### src/rtl/uart_pkg.sv
// Shared types and constants for the UART receive frame parser.
package uart_pkg;

    typedef enum logic [2:0] {
        HUNT,
        ADDR,
        LEN,
        PAYLOAD,
        CSUM
    } parse_state_t;

    localparam logic [1:0] ERR_NONE    = 2'b00;
    localparam logic [1:0] ERR_LEN     = 2'b01;
    localparam logic [1:0] ERR_CSUM    = 2'b10;
    localparam logic [1:0] ERR_TIMEOUT = 2'b11;

    localparam logic [7:0] DEFAULT_SYNC_BYTE = 8'hAA;

endpackage

### src/rtl/uart_rx_frame_parser_if.sv
// FIFO read port, RAM write port and frame status of the frame parser.
interface uart_rx_frame_parser_if;

    logic       fifo_rdempty;
    logic [7:0] fifo_q;
    logic       fifo_rdreq;
    logic [7:0] ram_addr;
    logic [7:0] ram_data;
    logic       ram_wren;
    logic       frame_done;
    logic       frame_err;
    logic [1:0] err_code;
    logic [7:0] frame_cnt;

    modport master (
        input  fifo_rdempty,
        input  fifo_q,
        output fifo_rdreq,
        output ram_addr,
        output ram_data,
        output ram_wren,
        output frame_done,
        output frame_err,
        output err_code,
        output frame_cnt
    );

    modport slave (
        output fifo_rdempty,
        output fifo_q,
        input  fifo_rdreq,
        input  ram_addr,
        input  ram_data,
        input  ram_wren,
        input  frame_done,
        input  frame_err,
        input  err_code,
        input  frame_cnt
    );

endinterface

### src/rtl/uart_fifo_rd_if.sv
// FIFO read engine: one outstanding read, byte presented the cycle after rdreq.
module uart_fifo_rd_if (
    input  logic       clk,
    input  logic       rst,
    input  logic       fifo_rdempty,
    input  logic [7:0] fifo_q,
    output logic       fifo_rdreq,
    output logic [7:0] rx_byte,
    output logic       rx_vld
);

    logic pending;

    // Holding off while a read is in flight keeps the FIFO from being popped twice per byte.
    assign fifo_rdreq = !rst && !fifo_rdempty && !pending;
    assign rx_vld     = pending;
    assign rx_byte    = fifo_q;

    always_ff @(posedge clk or posedge rst) begin
        if (rst) begin
            pending <= 1'b0;
        end else begin
            pending <= fifo_rdreq;
        end
    end

endmodule

### src/rtl/uart_rx_frame_parser.sv
// Parses SYNC/ADDR/LEN/PAYLOAD/CSUM frames from the receive FIFO into RAM.
// Optional inter-byte timeout enabled by defining UART_RX_FRAME_TIMEOUT_EN.
module uart_rx_frame_parser
    import uart_pkg::*;
#(
    parameter logic [7:0] SYNC_BYTE      = DEFAULT_SYNC_BYTE,
    parameter int         MAX_LEN        = 64,
    parameter int         TIMEOUT_CYCLES = 48000
) (
    input logic                    clk,
    input logic                    rst,
    uart_rx_frame_parser_if.master bus
);

    logic [7:0]   rx_byte;
    logic         rx_vld;

    parse_state_t state, state_n;
    logic [7:0]   base, base_n;
    logic [7:0]   len, len_n;
    logic [7:0]   idx, idx_n;
    logic [7:0]   csum, csum_n;
    logic [7:0]   ram_addr_q, ram_addr_n;
    logic [7:0]   ram_data_q, ram_data_n;
    logic         ram_wren_q, ram_wren_n;
    logic         done_q, done_n;
    logic         err_q, err_n;
    logic [1:0]   code_q, code_n;
    logic [7:0]   cnt_q, cnt_n;

    uart_fifo_rd_if u_rd (
        .clk          (clk),
        .rst          (rst),
        .fifo_rdempty (bus.fifo_rdempty),
        .fifo_q       (bus.fifo_q),
        .fifo_rdreq   (bus.fifo_rdreq),
        .rx_byte      (rx_byte),
        .rx_vld       (rx_vld)
    );

    assign bus.ram_addr   = ram_addr_q;
    assign bus.ram_data   = ram_data_q;
    assign bus.ram_wren   = ram_wren_q;
    assign bus.frame_done = done_q;
    assign bus.frame_err  = err_q;
    assign bus.err_code   = code_q;
    assign bus.frame_cnt  = cnt_q;

`ifdef UART_RX_FRAME_TIMEOUT_EN
    logic [31:0] tmo_cnt, tmo_cnt_n;

    always_ff @(posedge clk or posedge rst) begin
        if (rst) begin
            tmo_cnt <= 32'd0;
        end else begin
            tmo_cnt <= tmo_cnt_n;
        end
    end
`else
    logic unused_timeout;
    assign unused_timeout = (TIMEOUT_CYCLES == 0);
`endif

    always_ff @(posedge clk or posedge rst) begin
        if (rst) begin
            state      <= HUNT;
            base       <= 8'd0;
            len        <= 8'd0;
            idx        <= 8'd0;
            csum       <= 8'd0;
            ram_addr_q <= 8'd0;
            ram_data_q <= 8'd0;
            ram_wren_q <= 1'b0;
            done_q     <= 1'b0;
            err_q      <= 1'b0;
            code_q     <= ERR_NONE;
            cnt_q      <= 8'd0;
        end else begin
            state      <= state_n;
            base       <= base_n;
            len        <= len_n;
            idx        <= idx_n;
            csum       <= csum_n;
            ram_addr_q <= ram_addr_n;
            ram_data_q <= ram_data_n;
            ram_wren_q <= ram_wren_n;
            done_q     <= done_n;
            err_q      <= err_n;
            code_q     <= code_n;
            cnt_q      <= cnt_n;
        end
    end

    // The FSM only moves on a captured byte; an empty FIFO simply stalls it.
    always_comb begin
        state_n    = state;
        base_n     = base;
        len_n      = len;
        idx_n      = idx;
        csum_n     = csum;
        ram_addr_n = ram_addr_q;
        ram_data_n = ram_data_q;
        ram_wren_n = 1'b0;
        done_n     = 1'b0;
        err_n      = 1'b0;
        code_n     = code_q;
        cnt_n      = cnt_q;

        if (rx_vld) begin
            unique case (state)
                HUNT: begin
                    if (rx_byte == SYNC_BYTE) state_n = ADDR;
                end
                ADDR: begin
                    base_n  = rx_byte;
                    csum_n  = rx_byte;
                    state_n = LEN;
                end
                LEN: begin
                    csum_n = csum ^ rx_byte;
                    if (rx_byte == 8'd0) begin
                        state_n = CSUM;
                    end else if (rx_byte > 8'(MAX_LEN)) begin
                        err_n   = 1'b1;
                        code_n  = ERR_LEN;
                        state_n = HUNT;
                    end else begin
                        len_n   = rx_byte;
                        idx_n   = 8'd0;
                        state_n = PAYLOAD;
                    end
                end
                PAYLOAD: begin
                    ram_wren_n = 1'b1;
                    ram_addr_n = base + idx;
                    ram_data_n = rx_byte;
                    csum_n     = csum ^ rx_byte;
                    idx_n      = idx + 8'd1;
                    if (idx == len - 8'd1) state_n = CSUM;
                end
                CSUM: begin
                    if (rx_byte == csum) begin
                        done_n = 1'b1;
                        code_n = ERR_NONE;
                        cnt_n  = cnt_q + 8'd1;
                    end else begin
                        err_n  = 1'b1;
                        code_n = ERR_CSUM;
                    end
                    state_n = HUNT;
                end
                default: state_n = HUNT;
            endcase
        end

`ifdef UART_RX_FRAME_TIMEOUT_EN
        tmo_cnt_n = 32'd0;
        if (state != HUNT && !rx_vld) begin
            if (tmo_cnt == 32'(TIMEOUT_CYCLES - 1)) begin
                err_n   = 1'b1;
                code_n  = ERR_TIMEOUT;
                state_n = HUNT;
            end else begin
                tmo_cnt_n = tmo_cnt + 32'd1;
            end
        end
`endif
    end

endmodule
### src/flat_wrapper.sv
// flat-port wrapper written by rule: the top's interface ports become plain ports
module uart_rx_frame_parser_flat import uart_pkg::*;
#(
    parameter logic [7:0] SYNC_BYTE      = DEFAULT_SYNC_BYTE,
    parameter int         MAX_LEN        = 64,
    parameter int         TIMEOUT_CYCLES = 48000
)
  (clk, rst, bus_fifo_rdempty, bus_fifo_q, bus_fifo_rdreq, bus_ram_addr, bus_ram_data, bus_ram_wren, bus_frame_done, bus_frame_err, bus_err_code, bus_frame_cnt);
  uart_rx_frame_parser_if bus_i ();
  input logic clk;
  input logic rst;
  input wire logic [$bits(bus_i.fifo_rdempty)-1:0] bus_fifo_rdempty;
  input wire logic [$bits(bus_i.fifo_q)-1:0] bus_fifo_q;
  output wire logic [$bits(bus_i.fifo_rdreq)-1:0] bus_fifo_rdreq;
  output wire logic [$bits(bus_i.ram_addr)-1:0] bus_ram_addr;
  output wire logic [$bits(bus_i.ram_data)-1:0] bus_ram_data;
  output wire logic [$bits(bus_i.ram_wren)-1:0] bus_ram_wren;
  output wire logic [$bits(bus_i.frame_done)-1:0] bus_frame_done;
  output wire logic [$bits(bus_i.frame_err)-1:0] bus_frame_err;
  output wire logic [$bits(bus_i.err_code)-1:0] bus_err_code;
  output wire logic [$bits(bus_i.frame_cnt)-1:0] bus_frame_cnt;
  assign bus_i.fifo_rdempty = bus_fifo_rdempty;
  assign bus_i.fifo_q = bus_fifo_q;
  assign bus_fifo_rdreq = bus_i.fifo_rdreq;
  assign bus_ram_addr = bus_i.ram_addr;
  assign bus_ram_data = bus_i.ram_data;
  assign bus_ram_wren = bus_i.ram_wren;
  assign bus_frame_done = bus_i.frame_done;
  assign bus_frame_err = bus_i.frame_err;
  assign bus_err_code = bus_i.err_code;
  assign bus_frame_cnt = bus_i.frame_cnt;
  uart_rx_frame_parser #(.SYNC_BYTE(SYNC_BYTE), .MAX_LEN(MAX_LEN), .TIMEOUT_CYCLES(TIMEOUT_CYCLES)) u_core (.clk(clk), .rst(rst), .bus(bus_i));
endmodule
### config.mk
export PLATFORM = sky130hd
export DESIGN_NAME = uart_rx_frame_parser_flat
export DESIGN_NICKNAME = d
export VERILOG_FILES = /design/src/rtl/uart_pkg.sv /design/src/rtl/uart_rx_frame_parser_if.sv /design/src/rtl/uart_fifo_rd_if.sv /design/src/rtl/uart_rx_frame_parser.sv /design/src/flat_wrapper.sv
export SDC_FILE = /design/constraint.sdc
export NUM_CORES = 1
export LEC_CHECK = 0
export CAP_MARGIN = 20
export CORE_ASPECT_RATIO = 1.2
export CORE_UTILIZATION = 30
export DETAILED_ROUTE_END_ITERATION = 12
export GPL_TIMING_DRIVEN = 0
export PLACE_DENSITY = 0.58
export SLEW_MARGIN = 20
export SYNTH_ARGS = -nofsm -noshare
export SYNTH_HDL_FRONTEND = slang
export SYNTH_SLANG_ARGS = --single-unit
### constraint.sdc
create_clock -name clk -period 2.72 [get_ports clk]
set_clock_uncertainty 0.1 [all_clocks]
set_input_delay 0.408 -clock clk [delete_from_list [all_inputs] [get_ports clk]]
set_output_delay 0.408 -clock clk [all_outputs]
set_load 0.02 [all_outputs]
==> run metrics, run 1 <==
ys flop type=dfrtp_1; Post CTS Setup Buffer Count=0; Seq cells post-synth=65; num rows=41; fin nets=407; RD Place Congestion=0.811; aggregate global routing overflow=0; Synth area leader=dfrtp_1; Setup Viol. Count Final=0; Crit. End Element=flop; crit path cell chain=inv_1, ha_1, buf_2, xor2_1, o211ai_1, a21oi_1, or4_4, a22o_1, mux2_4; later-pin clock latency in the skew report=0.34 ns; register area share after synthesis=48.9%; layout cells sized above 1=10.5%; Final WS setup=0.212 ns; PD cells=980 nW/um^2; highest clock rate=399 MHz; number of I/O port buffers=38; CTS Hold Bufs=0; Overall Global Routing Usage=13.9%; Mapped Cells=335; CTS max path bufs=2; Sw Pwr=0.00136 W; P_leak=1.91 nW; Top delay family on crit path=compound AO/OA/AOI/OAI gates; Initial Util=31.2%; Worst-Margin Slew=0.922 ns; Maximum Capacitance Violations=0; CTS Buf Count=9; Crit path largest cell delay=0.43 ns; DP Wirelength=5.41 mm; syn_area_per_cell=9.93 sq um; final wirelength=7.54 mm; Distinct cells, synth=44; Hold Fails Final Rpt=0; Iter 0 DRT Violations=98; EDFF count, synth=0; Resized Gates After CTS=0; Die Area=11500 sq um; WP data required=2.83 ns; Worst-path clk slew=0.06 ns; CTS tree=done; DR vias/cell=4.88; io pins=41; Antenna Violating Nets Remaining=0; CTS Sinks=65; Layout area overhead=27.7%; Net Count, Synth=357; Final Non-Filler Cells=519; Filler cells=1038; peak supply drop=0.462 mV; H-tree depth=3; Logic pwr share=31.3%; DP Cell Count=503; width of the die=98.2 um; status=finished, final reports clean; Hold Crit Class=input pin to asynchronous set/reset pin; Seq pwr share=35.8%; Crit Path Class=flop to flop; Slew Viols, Final=0; synth top area cells=dfrtp_1 (49%), xor2_1 (8.7%), nand2_1 (7.6%); switch share=32.8%; Async S/R FF share, synth=100%; normalized max-slew margin=38.4%; vias in the first global route=2477; Place WS=-0.0247 ns; initial antenna violation count=0; clock power share=32.9%; crit path DAT=2.62 ns; Max FO, Critical Path=9; Internal=0.00280 W; WL/cell=14.5 um; sum of buffers and inverters on the critical path=2; Core ar.=10700 sq um; unrepaired setup endpoints after global routing=false; largest net degree at the start of global routing=46; share of the synthesized area in the top cell type=48.9%; final period utilization=92.2%; die height=117 um; Setup crit start kind=flop; routed vias=2531; slowest CP cell=or4_4; # diodes=0; first-pass GRT wire length=12.4 mm; DRT Pass-1 Iters=7; DR DRC count=0; Syn. warnings=0; post-route minimum period=2.51 ns; Post-Syn Area=3330 sq um; root buf cell=clkbuf_16
==> Yosys cell counts (2+ instances only) <==
| master | count |
|---|---|
| o21ai_0 | 16 |
| and3b_1 | 2 |
| nand3_1 | 2 |
| o31ai_1 | 2 |
| nand2_1 | 67 |
| nor3_1 | 8 |
| clkbuf_1 | 8 |
| xor2_1 | 33 |
| a21boi_0 | 3 |
| mux2_2 | 12 |
| nor2b_1 | 6 |
| and2_1 | 2 |
| buf_2 | 4 |
| a21oi_1 | 5 |
| nor4_1 | 3 |
| nor4_2 | 2 |
| nand4_1 | 11 |
| and3_1 | 7 |
| o21a_1 | 3 |
| dfrtp_1 | 65 |
| nand2b_1 | 2 |
| ha_1 | 10 |
| o21ai_1 | 2 |
| nor3b_1 | 2 |
| xnor2_1 | 11 |
| inv_1 | 11 |
| nor2_1 | 19 |
==> power groups by stage <==
stage	combinational (W)	sequential (W)	clock [W]
2_1_floorplan	0.000856	0.00153	0
3_3_place_gp	0.00127	0.00150	0
3_5_place_dp	0.00131	0.00151	0
4_1_cts	0.00132	0.00149	0.00139
5_1_grt	0.00145	0.00152	0.00143
6_report	0.00130	0.00149	0.00137
==> state kept, by name, summed over array words and instances, names as in the netlist <==
| signal | cells |
|---|---|
| u_core.bus.err_code | 2 |
| u_core.csum | 8 |
| u_core.base | 8 |
| u_core.u_rd.rx_vld | 1 |
| u_core.len | 8 |
| u_core.state | 3 |
| u_core.bus.frame_err | 1 |
| u_core.bus.ram_data | 8 |
| u_core.bus.frame_cnt | 8 |
| u_core.bus.frame_done | 1 |
| u_core.bus.ram_addr | 8 |
| u_core.idx | 8 |
| u_core.bus.ram_wren | 1 |
==> routing by layer <==
layer	GRT usage [%]	vias up	wire (um)
met5	0	-	0
met4	6.34	0	183
met3	3.58	11	224
met2	22.3	53	3570
met1	17.4	1234	3560
li1	-	1233	-
==> path summary, 6_finish.rpt <==
kind / from / end / slack [ns] / cells after the start
worst min-delay path: rst / u_core.csum[7] / 0.30 / 2
min in group clk: bus_fifo_q[7] / u_core.bus.ram_data[7] / 0.34 / 3
worst max-delay path: u_core.len[0] / u_core.state[2] / 0.21 / 9
max in group asynchronous: rst / u_core.idx[6] / 1.71 / 3
worst min register to register: u_core.bus.ram_data[1] / u_core.bus.ram_data[1] / 0.38 / 2
worst max register to register: u_core.len[0] / u_core.state[2] / 0.21 / 9
==> cell families (layout without fill, tap and decap cells) <==
logic type | Yosys count | in the layout | synth area share [%]
fa+ha+maj | 11 | 11 | 4.36
xor+xnor | 44 | 44 | 11.6
buf+inv | 24 | 79 | 3.08
flops | 65 | 65 | 48.9
compound gates | 38 | 38 | 6.99
mux | 14 | 14 | 4.81
simple gates | 139 | 139 | 20.3
==> layout by cell type, fill, tap and decap left out, drive strengths merged, types with 2 or more instances in the layout <==
cell,count
nor3,8
nand4,11
and2,2
o21ai,18
nor4,5
and3,7
nor2b,6
and3b,2
clkdlybuf4s50,38
a21boi,3
dfrtp,65
o21a,3
nor3b,2
mux2,13
inv,13
buf,6
nand3,2
ha,10
nand2b,2
nand2,67
bufinv,3
nor2,20
clkbuf,18
xor2,33
a21oi,5
xnor2,11
o31ai,2
==> worst reg2reg max path, cell delays in order, from the launching register on <==
cell      delay (ns)
dfrtp_1         0.41
inv_1           0.08
ha_1            0.20
buf_2           0.16
xor2_1          0.17
o211ai_1        0.16
a21oi_1         0.10
or4_4           0.43
a22o_1          0.29
mux2_4          0.30
==> cell type report <==
cell class / instances / area [sq um] / area share [%]
Inverter: 11 / 43.8 / 1.03
Clock inverter: 6 / 113 / 2.65
Tap cell: 129 / 161 / 3.80
Clock buffer: 10 / 239 / 5.62
Multi-Input combinational cell: 246 / 1600 / 37.6
Buffer: 13 / 61.3 / 1.44
Sequential cell: 65 / 1630 / 38.3
Timing Repair Buffer: 39 / 408 / 9.59
==> metrics by stage <==
| stage | power (W) | TNS, ns | hold slack (ns) | util, % | instance area, sq um |
|---|---|---|---|---|---|
| global route | 0.00441 | 0 | 0.354 | 39.8 | 4250 |
| finish | 0.00417 | 0 | 0.302 | 39.8 | 4250 |
| global placement | 0.00277 | -44.64 | 0.364 | 36.3 | 3870 |
| CTS | 0.00420 | 0 | 0.314 | 39.8 | 4250 |
| detailed placement | 0.00282 | -0.0444 | 0.369 | 36.6 | 3900 |
| floorplan | 0.00239 | 0 | 0.354 | - | 3330 |
Note: power is estimated with default switching activity, not from simulation.
==> inputs of run 2 (changes only) <==
--- a/config.mk
+++ b/config.mk
@@ -10,6 +10,7 @@
 export CORE_UTILIZATION = 30
 export DETAILED_ROUTE_END_ITERATION = 12
 export GPL_TIMING_DRIVEN = 0
+export MAX_ROUTING_LAYER = met4
 export PLACE_DENSITY = 0.58
 export SLEW_MARGIN = 20
 export SYNTH_ARGS = -nofsm -noshare
==> constraint.sdc (replaced) <==
create_clock -name clk -period 2.6 [get_ports clk]
set_clock_uncertainty 0.1 [all_clocks]
set_input_delay 0.52 -clock clk [delete_from_list [all_inputs] [get_ports clk]]
set_output_delay 0.52 -clock clk [all_outputs]
set_load 0.02 [all_outputs]
==> run 2 against run 1 <==
Net effect:
- setup slack lost 0.066 ns
- flip-flop and latch count did not move
- largest power group unchanged
- global-route usage up 0.40 points
- via count is 0.12% lower
- sequential power grew 5%
==> run metrics, run 2 (synthesis gave the netlist of run 1 again) <==
Fin Setup TNS=0 ns; Overall Global Routing Usage=14.3%; aggregate global routing overflow=0; Setup crit start kind=input pin; Reg-to-Reg End=u_core.state[2]; Max FO, Critical Path=2; Reg2Reg Setup Slack=0.15 ns; Final Non-Filler Cells=521; Crit. End Element=output port; post-route minimum period=2.45 ns; CTS tree=done; Setup Viol. Count Final=0; number of I/O port buffers=38; largest net degree at the start of global routing=46; die height=117 um; DP Cell Count=503; wire length on met3=192 um; CTS Buf Count=9; width of the die=98.2 um; Worst Setup SP=rst; Hold Fails Final Rpt=0; Iter 0 DRT Violations=116; io pins=41; Core ar.=10700 sq um; DR vias/cell=4.85; highest clock rate=407 MHz; # diodes=0; root buf cell=clkbuf_16; CTS max path bufs=2; max layer used=met4; unrepaired setup endpoints after global routing=false; fin nets=409; Slew Viols, Final=0; first-pass GRT wire length=12.4 mm; peak supply drop=0.484 mV; initial antenna violation count=0; crit path DAT=1.83 ns; most common cell after layout, fill and taps aside=nand2_1; DP Wirelength=5.41 mm; WP data required=1.98 ns; Die Area=11500 sq um; PD cells=1030 nW/um^2; layout cells sized above 1=11.7%; DR DRC count=0; Filler cells=1034; Initial Util=31.2%; WL/cell=14.6 um; r2r worst-path depth=9; Hold Crit Class=flop to flop; H-tree depth=3; hold depth=2; status=finished, final reports clean; final wirelength=7.62 mm; normalized max-slew margin=37.4%; routed vias=2528; crit path capture=bus_fifo_rdreq; most frequent cells in the layout=nand2_1 (67), dfrtp_1 (65), clkdlybuf4s50_1 (38); Maximum Capacitance Violations=0; CTS Sinks=65; worst r2r src=u_core.len[0]; Worst-path clk slew=0.06 ns; final period utilization=94.4%; Layout area overhead=28.9%; P_leak=1.92 nW; wire length on met2=3.59 mm; num rows=41; vias in the first global route=2468; RD Place Congestion=0.823; later-pin clock latency in the skew report=0.34 ns; metal1 wirelength=3.63 mm; Crit Path Class=input pin to output port; DRT Pass-1 Iters=6; Worst-Margin Slew=0.937 ns; Antenna Violating Nets Remaining=0
==> run 2: critical path, stage by stage <==
cell             delay (ns)
clkdlybuf4s50_1        0.46
nor3_1                 0.21
clkdlybuf4s50_1        0.65
==> run 2: layer usage <==
metal | vias up | GRT usage, %
met4 | 0 | 6.34
met1 | 1233 | 17.4
li1 | 1238 | -
met2 | 44 | 22.3
met5 | - | -
met3 | 13 | 3.52
==> run 2: final cells by class <==
type                    instances  area [sq um]  share of cell area (%)
plain buffers                  13          61.3                    1.43
clock buffers                  10           239                    5.57
clock inverters                 6           113                    2.63
inverters                      11          43.8                    1.02
multi-input cells             246          1620                    37.8
flip-flops and latches         65          1630                    37.9
well taps                     129           161                    3.76
repair buffers                 41           423                    9.86
==> run 2: report_power, final <==
group | total (W) | internal, W | leakage [nW] | switching, W
clock network | 0.00143 | 0.000967 | 0.173 | 0.000467
logic | 0.00141 | 0.000683 | 0.941 | 0.000725
registers | 0.00156 | 0.00130 | 0.807 | 0.000254
==> run 2: timing repair <==
action,CTS,global route
endpoints found under the setup margin,0,11
buffers inserted,0,2
hold buffers,0,0
resized for setup,0,4
==> run 2: how the worst min path moves through the flow <==
stage,start,endpoint,slack (ns)
2_1_floorplan,u_core.base[6],u_core.base[6],0.35
3_3_place_gp,u_core.bus.ram_data[2],u_core.bus.ram_data[2],0.36
3_5_place_dp,u_core.bus.ram_addr[6],u_core.bus.ram_addr[6],0.37
4_1_cts,u_core.bus.ram_data[7],u_core.bus.ram_data[7],0.39
5_1_grt,u_core.bus.frame_cnt[4],u_core.bus.frame_cnt[4],0.40
6_report,u_core.bus.ram_data[1],u_core.bus.ram_data[1],0.38
==> run 2: metrics by stage <==
stage | total power [W] | util [%] | setup WS [ns] | hold slack (ns) | cell area (sq um)
floorplan | 0.00250 | - | 0.262 | 0.354 | 3330
global route | 0.00466 | 40.2 | 0.00943 | 0.402 | 4290
finish | 0.00440 | 40.2 | 0.145 | 0.383 | 4290
global placement | 0.00290 | 36.3 | -0.923 | 0.364 | 3870
detailed placement | 0.00295 | 36.6 | -0.257 | 0.369 | 3900
CTS | 0.00439 | 39.8 | 0.0824 | 0.386 | 4250
==> inputs of run 3 (changes only) <==
--- a/config.mk
+++ b/config.mk
@@ -7,11 +7,12 @@
 export LEC_CHECK = 0
 export CAP_MARGIN = 20
 export CORE_ASPECT_RATIO = 1.2
-export CORE_UTILIZATION = 30
+export CORE_UTILIZATION = 55
+export CTS_CLUSTER_SIZE = 24
 export DETAILED_ROUTE_END_ITERATION = 12
 export GPL_TIMING_DRIVEN = 0
 export MAX_ROUTING_LAYER = met4
-export PLACE_DENSITY = 0.58
+export PLACE_DENSITY = 0.89
 export SLEW_MARGIN = 20
 export SYNTH_ARGS = -nofsm -noshare
 export SYNTH_HDL_FRONTEND = slang
==> run 3 against run 2 <==
Net effect:
- the flow now finishes with violations (setup timing)
- non-clock buffer count unchanged
- total power down 7.1%
- flip-flop and latch count unchanged
- critical path depth up 4
- wire length up 6.7%
- first-iteration DRC count up 100%
- clock power down 27%
- maximum frequency down 6.2%
- setup slack worse by 0.16 ns
- global-route usage up 14 points
- critical path type is now input pin to flop
- critical endpoint is now u_core.len[1]
==> run metrics, run 3 (synthesis gave the netlist of run 1 again) <==
normalized max-slew margin=32.3%; CTS Hold Bufs=0; fin nets=409; P_leak=1.87 nW; DP Wirelength=5.17 mm; Reg2Reg Setup Slack=0.06 ns; Logic pwr share=36.2%; Overall Global Routing Usage=28.4%; peak supply drop=0.829 mV; CTS tree=done; later-pin clock latency in the skew report=0.35 ns; most common cell after layout, fill and taps aside=nand2_1; clock power share=25.5%; failing checks=setup timing; die height=87.2 um; Max FO, Critical Path=10; Die Area=6370 sq um; number of I/O port buffers=38; r2r worst-path depth=9; crit path DAT=2.77 ns; post-route minimum period=2.62 ns; Iter 0 DRT Violations=232; dpl cell area=3840 sq um; Internal=0.00263 W; width of the die=73.0 um; final wirelength=8.14 mm; status=finished, violations left; Crit. End Element=flop; RD Place Congestion=0.891; highest clock rate=382 MHz; first-pass GRT wire length=12.9 mm; Place WS=-0.287 ns; final instance area=4130 sq um; io pins=41; Setup Viol. Count Final=1; DR DRC count=0; Worst-Margin Slew=1.01 ns; num rows=30; largest net degree at the start of global routing=52; Core ar.=5740 sq um; WL/cell=17.2 um; Antenna Violating Nets Remaining=0; switch share=35.8%; Slew Viols, Final=0; Hold Crit Class=input pin to asynchronous set/reset pin; # diodes=0; vias in the first global route=2702; Fin Setup TNS=-0.0172 ns; Initial Util=58.0%; Setup crit start kind=input pin; final period utilization=101%; DR vias/cell=5.75; PD cells=990 nW/um^2; DRT Pass-1 Iters=5; Hold Fails Final Rpt=0; layout cells sized above 1=12.0%; routed vias=2714; Final WS setup=-0.0172 ns; Min Hold Slack=0.375 ns; Worst-path clk slew=0.08 ns; WP data required=2.75 ns; root buf cell=clkbuf_8; Filler cells=364; initial antenna violation count=0; Maximum Capacitance Violations=0; H-tree depth=3; aggregate global routing overflow=0; most frequent cells in the layout=nand2_1 (67), dfrtp_1 (65), clkdlybuf4s50_1 (37); Seq pwr share=38.3%; CTS Sinks=65; Crit Path Class=input pin to flop; Layout area overhead=24.0%; CTS Buf Count=9; CTS max path bufs=2; Sw Pwr=0.00146 W
==> run 3: changes by cell type in the layout (fill, tap and decap cells not counted) <==
cell             delta
nor4_2              +1
inv_6               -2
clkbuf_16           -9
clkbuf_8            +8
clkinv_4            +1
clkdlybuf4s50_1     -1
dlymetal6s2s_1      +1
clkinvlp_4          +2
nor4_1              -1
==> run 3: repair_timing <==
item	in CTS	in global routing
endpoints found under the setup margin	0	16
resized for setup	0	6
hold endpoints to repair	0	0
setup buffers	0	2
==> run 3: final cells by class <==
class	count	area (sq um)	share of cell area, %
Buffer	13	61.3	1.49
Clock inverter	7	119	2.88
Tap cell	80	100	2.42
Multi-Input combinational cell	246	1630	39.4
Clock buffer	9	124	3.00
Timing Repair Buffer	41	425	10.3
Sequential cell	65	1630	39.4
Inverter	11	43.8	1.06
==> run 3: worst paths after layout <==
path | endpoint | startpoint
min in group clk | u_core.bus.frame_cnt[7] | u_core.bus.frame_cnt[7]
min | u_core.bus.err_code[0] | rst
max | u_core.len[1] | bus_fifo_q[5]
max reg2reg | u_core.state[2] | u_core.len[0]
max in group asynchronous | u_core.bus.ram_addr[3] | rst
min reg2reg | u_core.bus.frame_cnt[7] | u_core.bus.frame_cnt[7]
==> run 3: routing by layer <==
layer,global-route usage (%),vias up,part of all wire [%]
met5,-,-,0
met4,12.7,0,2.9
met3,7.41,30,5.1
met2,47.7,105,53
met1,31.5,1345,39
li1,-,1234,-
==> run 3: critical path, cell delays in order <==
cell	delay [ns]
clkdlybuf4s50_1	0.60
nor4_2	0.49
a21boi_0	0.23
nor2_1	0.36
nor2_4	0.13
buf_2	0.21
o21ai_0	0.21
==> run 3: power by group through the flow <==
stage	Sequential, W	Clock (W)	Combinational [W]
global placement	0.00155	0	0.00131
floorplan	0.00160	0	0.000896
detailed placement	0.00156	0	0.00138
CTS	0.00156	0.00105	0.00142
finish	0.00157	0.00104	0.00148
global route	0.00159	0.00109	0.00163
==> run 3: per-stage QoR <==
step / util, % / total power, W / instances
after CTS: 71.1 / 0.00402 / 470
after global placement: 66.3 / 0.00285 / 453
after detailed placement: 66.8 / 0.00295 / 454
after global routing: 71.9 / 0.00431 / 472
after floorplan: - / 0.00250 / 335
final: 71.9 / 0.00409 / 472
==> edit, RTL diff (flow settings as in run 3) <==
Add a define of `UART_RX_FRAME_TIMEOUT_EN`.
--- a/src/rtl/uart_rx_frame_parser.sv
+++ b/src/rtl/uart_rx_frame_parser.sv
@@ -1,5 +1,7 @@
 // Parses SYNC/ADDR/LEN/PAYLOAD/CSUM frames from the receive FIFO into RAM.
 // Optional inter-byte timeout enabled by defining UART_RX_FRAME_TIMEOUT_EN.
+`define UART_RX_FRAME_TIMEOUT_EN
+
 module uart_rx_frame_parser
     import uart_pkg::*;
 #(
Function: no difference found for any inputs over 10 cycles, from zero or initial values and one cycle with rst high; that may be too few to reach the edited logic, so the function may still have changed.
==> edit against run 3 <==
  * Register-to-register slack gained 0.05 ns
  * Worst hold slack gained 0.0035 ns
  * Wire length grew 30%
  * Non-clock buffer count grew 4
  * Sequential share of layout area grew 2.9 points
  * Synthesized area grew 46%
  * Critical path depth shrank 1
  * Total power grew 32%
  * Setup slack gained 0.13 ns
  * Sequential cell count grew 32
  * Final cell count grew 47%
  * Cell area grew 39%
==> edit: results <==
status:
  outcome: "finished clean"
global_routing:
  grt_pass1_wl_um: 18000
  grt_pass1_vias: 3876
  grt_max_degree: 31
  grtUsageTotal_pct: 25.8
synth:
  synth.area.top_cells: "dfrtp_1, nand2_1, xor2_1"
  syn_area_per_cell_um2: 9.40
  syn_nets: 540
  yosysUniqueCellTypes: 45
  synth_commonest_cells: "nand2_1, dfrtp_1, nor2_1, xor2_1, xnor2_1"
  yosysSeqAreaShare_pct: 49.9
sta:
  relSlewSlack_pct: 51.6
  fin_ws_ns: 0.112
  hold_slack_ns: 0.379
drt:
  drt-total-wl_um: 10600
  viasPerCell: 5.60
  firstDrtPassIters: 4
  drtIter0Drc: 230
  avgRoutedWirePerCell_um: 15.3
worst_hold_path:
  hold_depth: 1
  worstHoldPathType: "reg2reg"
placement:
  gp_congestion: 0.875
  dp.final_hpwl_um: 7650
  placed_cells: 675
  dp_slack_ns: -0.570
critical_path:
  ff2ff_setup_slack_ns: 0.11
  path_class: "reg2reg"
  r2r_cells: 6
  arrival_ns: 2.62
  critPathMaxStageDelay_ns: 0.58
  cp_slowest_cell: "or4_4"
final_layout:
  area_growth_pct: 18.0
  antenna_cells: 0
  fill_cells: 631
  drive_gt1_share_pct: 5.91
power_and_ir_drop:
  ir_worst_vdd_mv: 0.659
  p_leak_nw: 2.58
## edit: changes by cell type in the layout (fill, tap and decap cells not counted), sizes merged, moves of 8 or more
cell	run 3	this run
clkbuf	17	25
nand2	67	104
xor2	33	41
xnor2	11	29
nand3	2	20
nor2	20	59
and3	7	15
dfrtp	65	97
## edit: cell families after synthesis
logic type                 count (synthesis)  share of synthesized area (%)
and+or+nand+nor                          250                           23.9
buffers and inverters                     33                           2.55
xor gates and xnor gates                  70                           12.6
muxes                                      8                           1.83
DFF                                       97                           49.9
AOI/OAI and AO/OA                         47                           5.97
adders and majority gates                 12                           3.24
## edit: metal layers
layer	GRT usage [%]	part of all wire, %	wire, um
met4	9.95	2.7	288
met2	43.6	54	5650
met1	29.9	39	4160
met5	-	0	0
met3	4.66	4.4	462
## edit: where the power goes
part | total [W] | internal (W) | switching, W
Clock | 0.00105 | 0.000541 | 0.000512
Combinational | 0.00212 | 0.00100 | 0.00111
Sequential | 0.00224 | 0.00187 | 0.000374
Total | 0.00541 | 0.00342 | 0.00200
## edit: critical path: cells and delay by family (launching register included)
kind	cells	cell delay, ns
simple gates	3	1.26
flops	1	0.44
xor+xnor	1	0.11
compound gates	2	0.46
## edit: final cells by class
type / count / area share (%)
Multi-Input combinational cell: 387 / 40.9
Timing Repair Buffer: 42 / 8.37
Tap cell: 117 / 2.55
Sequential cell: 97 / 42.3
Clock inverter: 5 / 1.40
Clock buffer: 11 / 2.29
Buffer: 16 / 1.05
Inverter: 17 / 1.18
## edit: timing repair
action,4_1_cts,5_1_grt
pin swaps,0,1
setup endpoints to repair,8,11
hold buffers,0,0
resized for setup,4,8
setup buffers,0,1
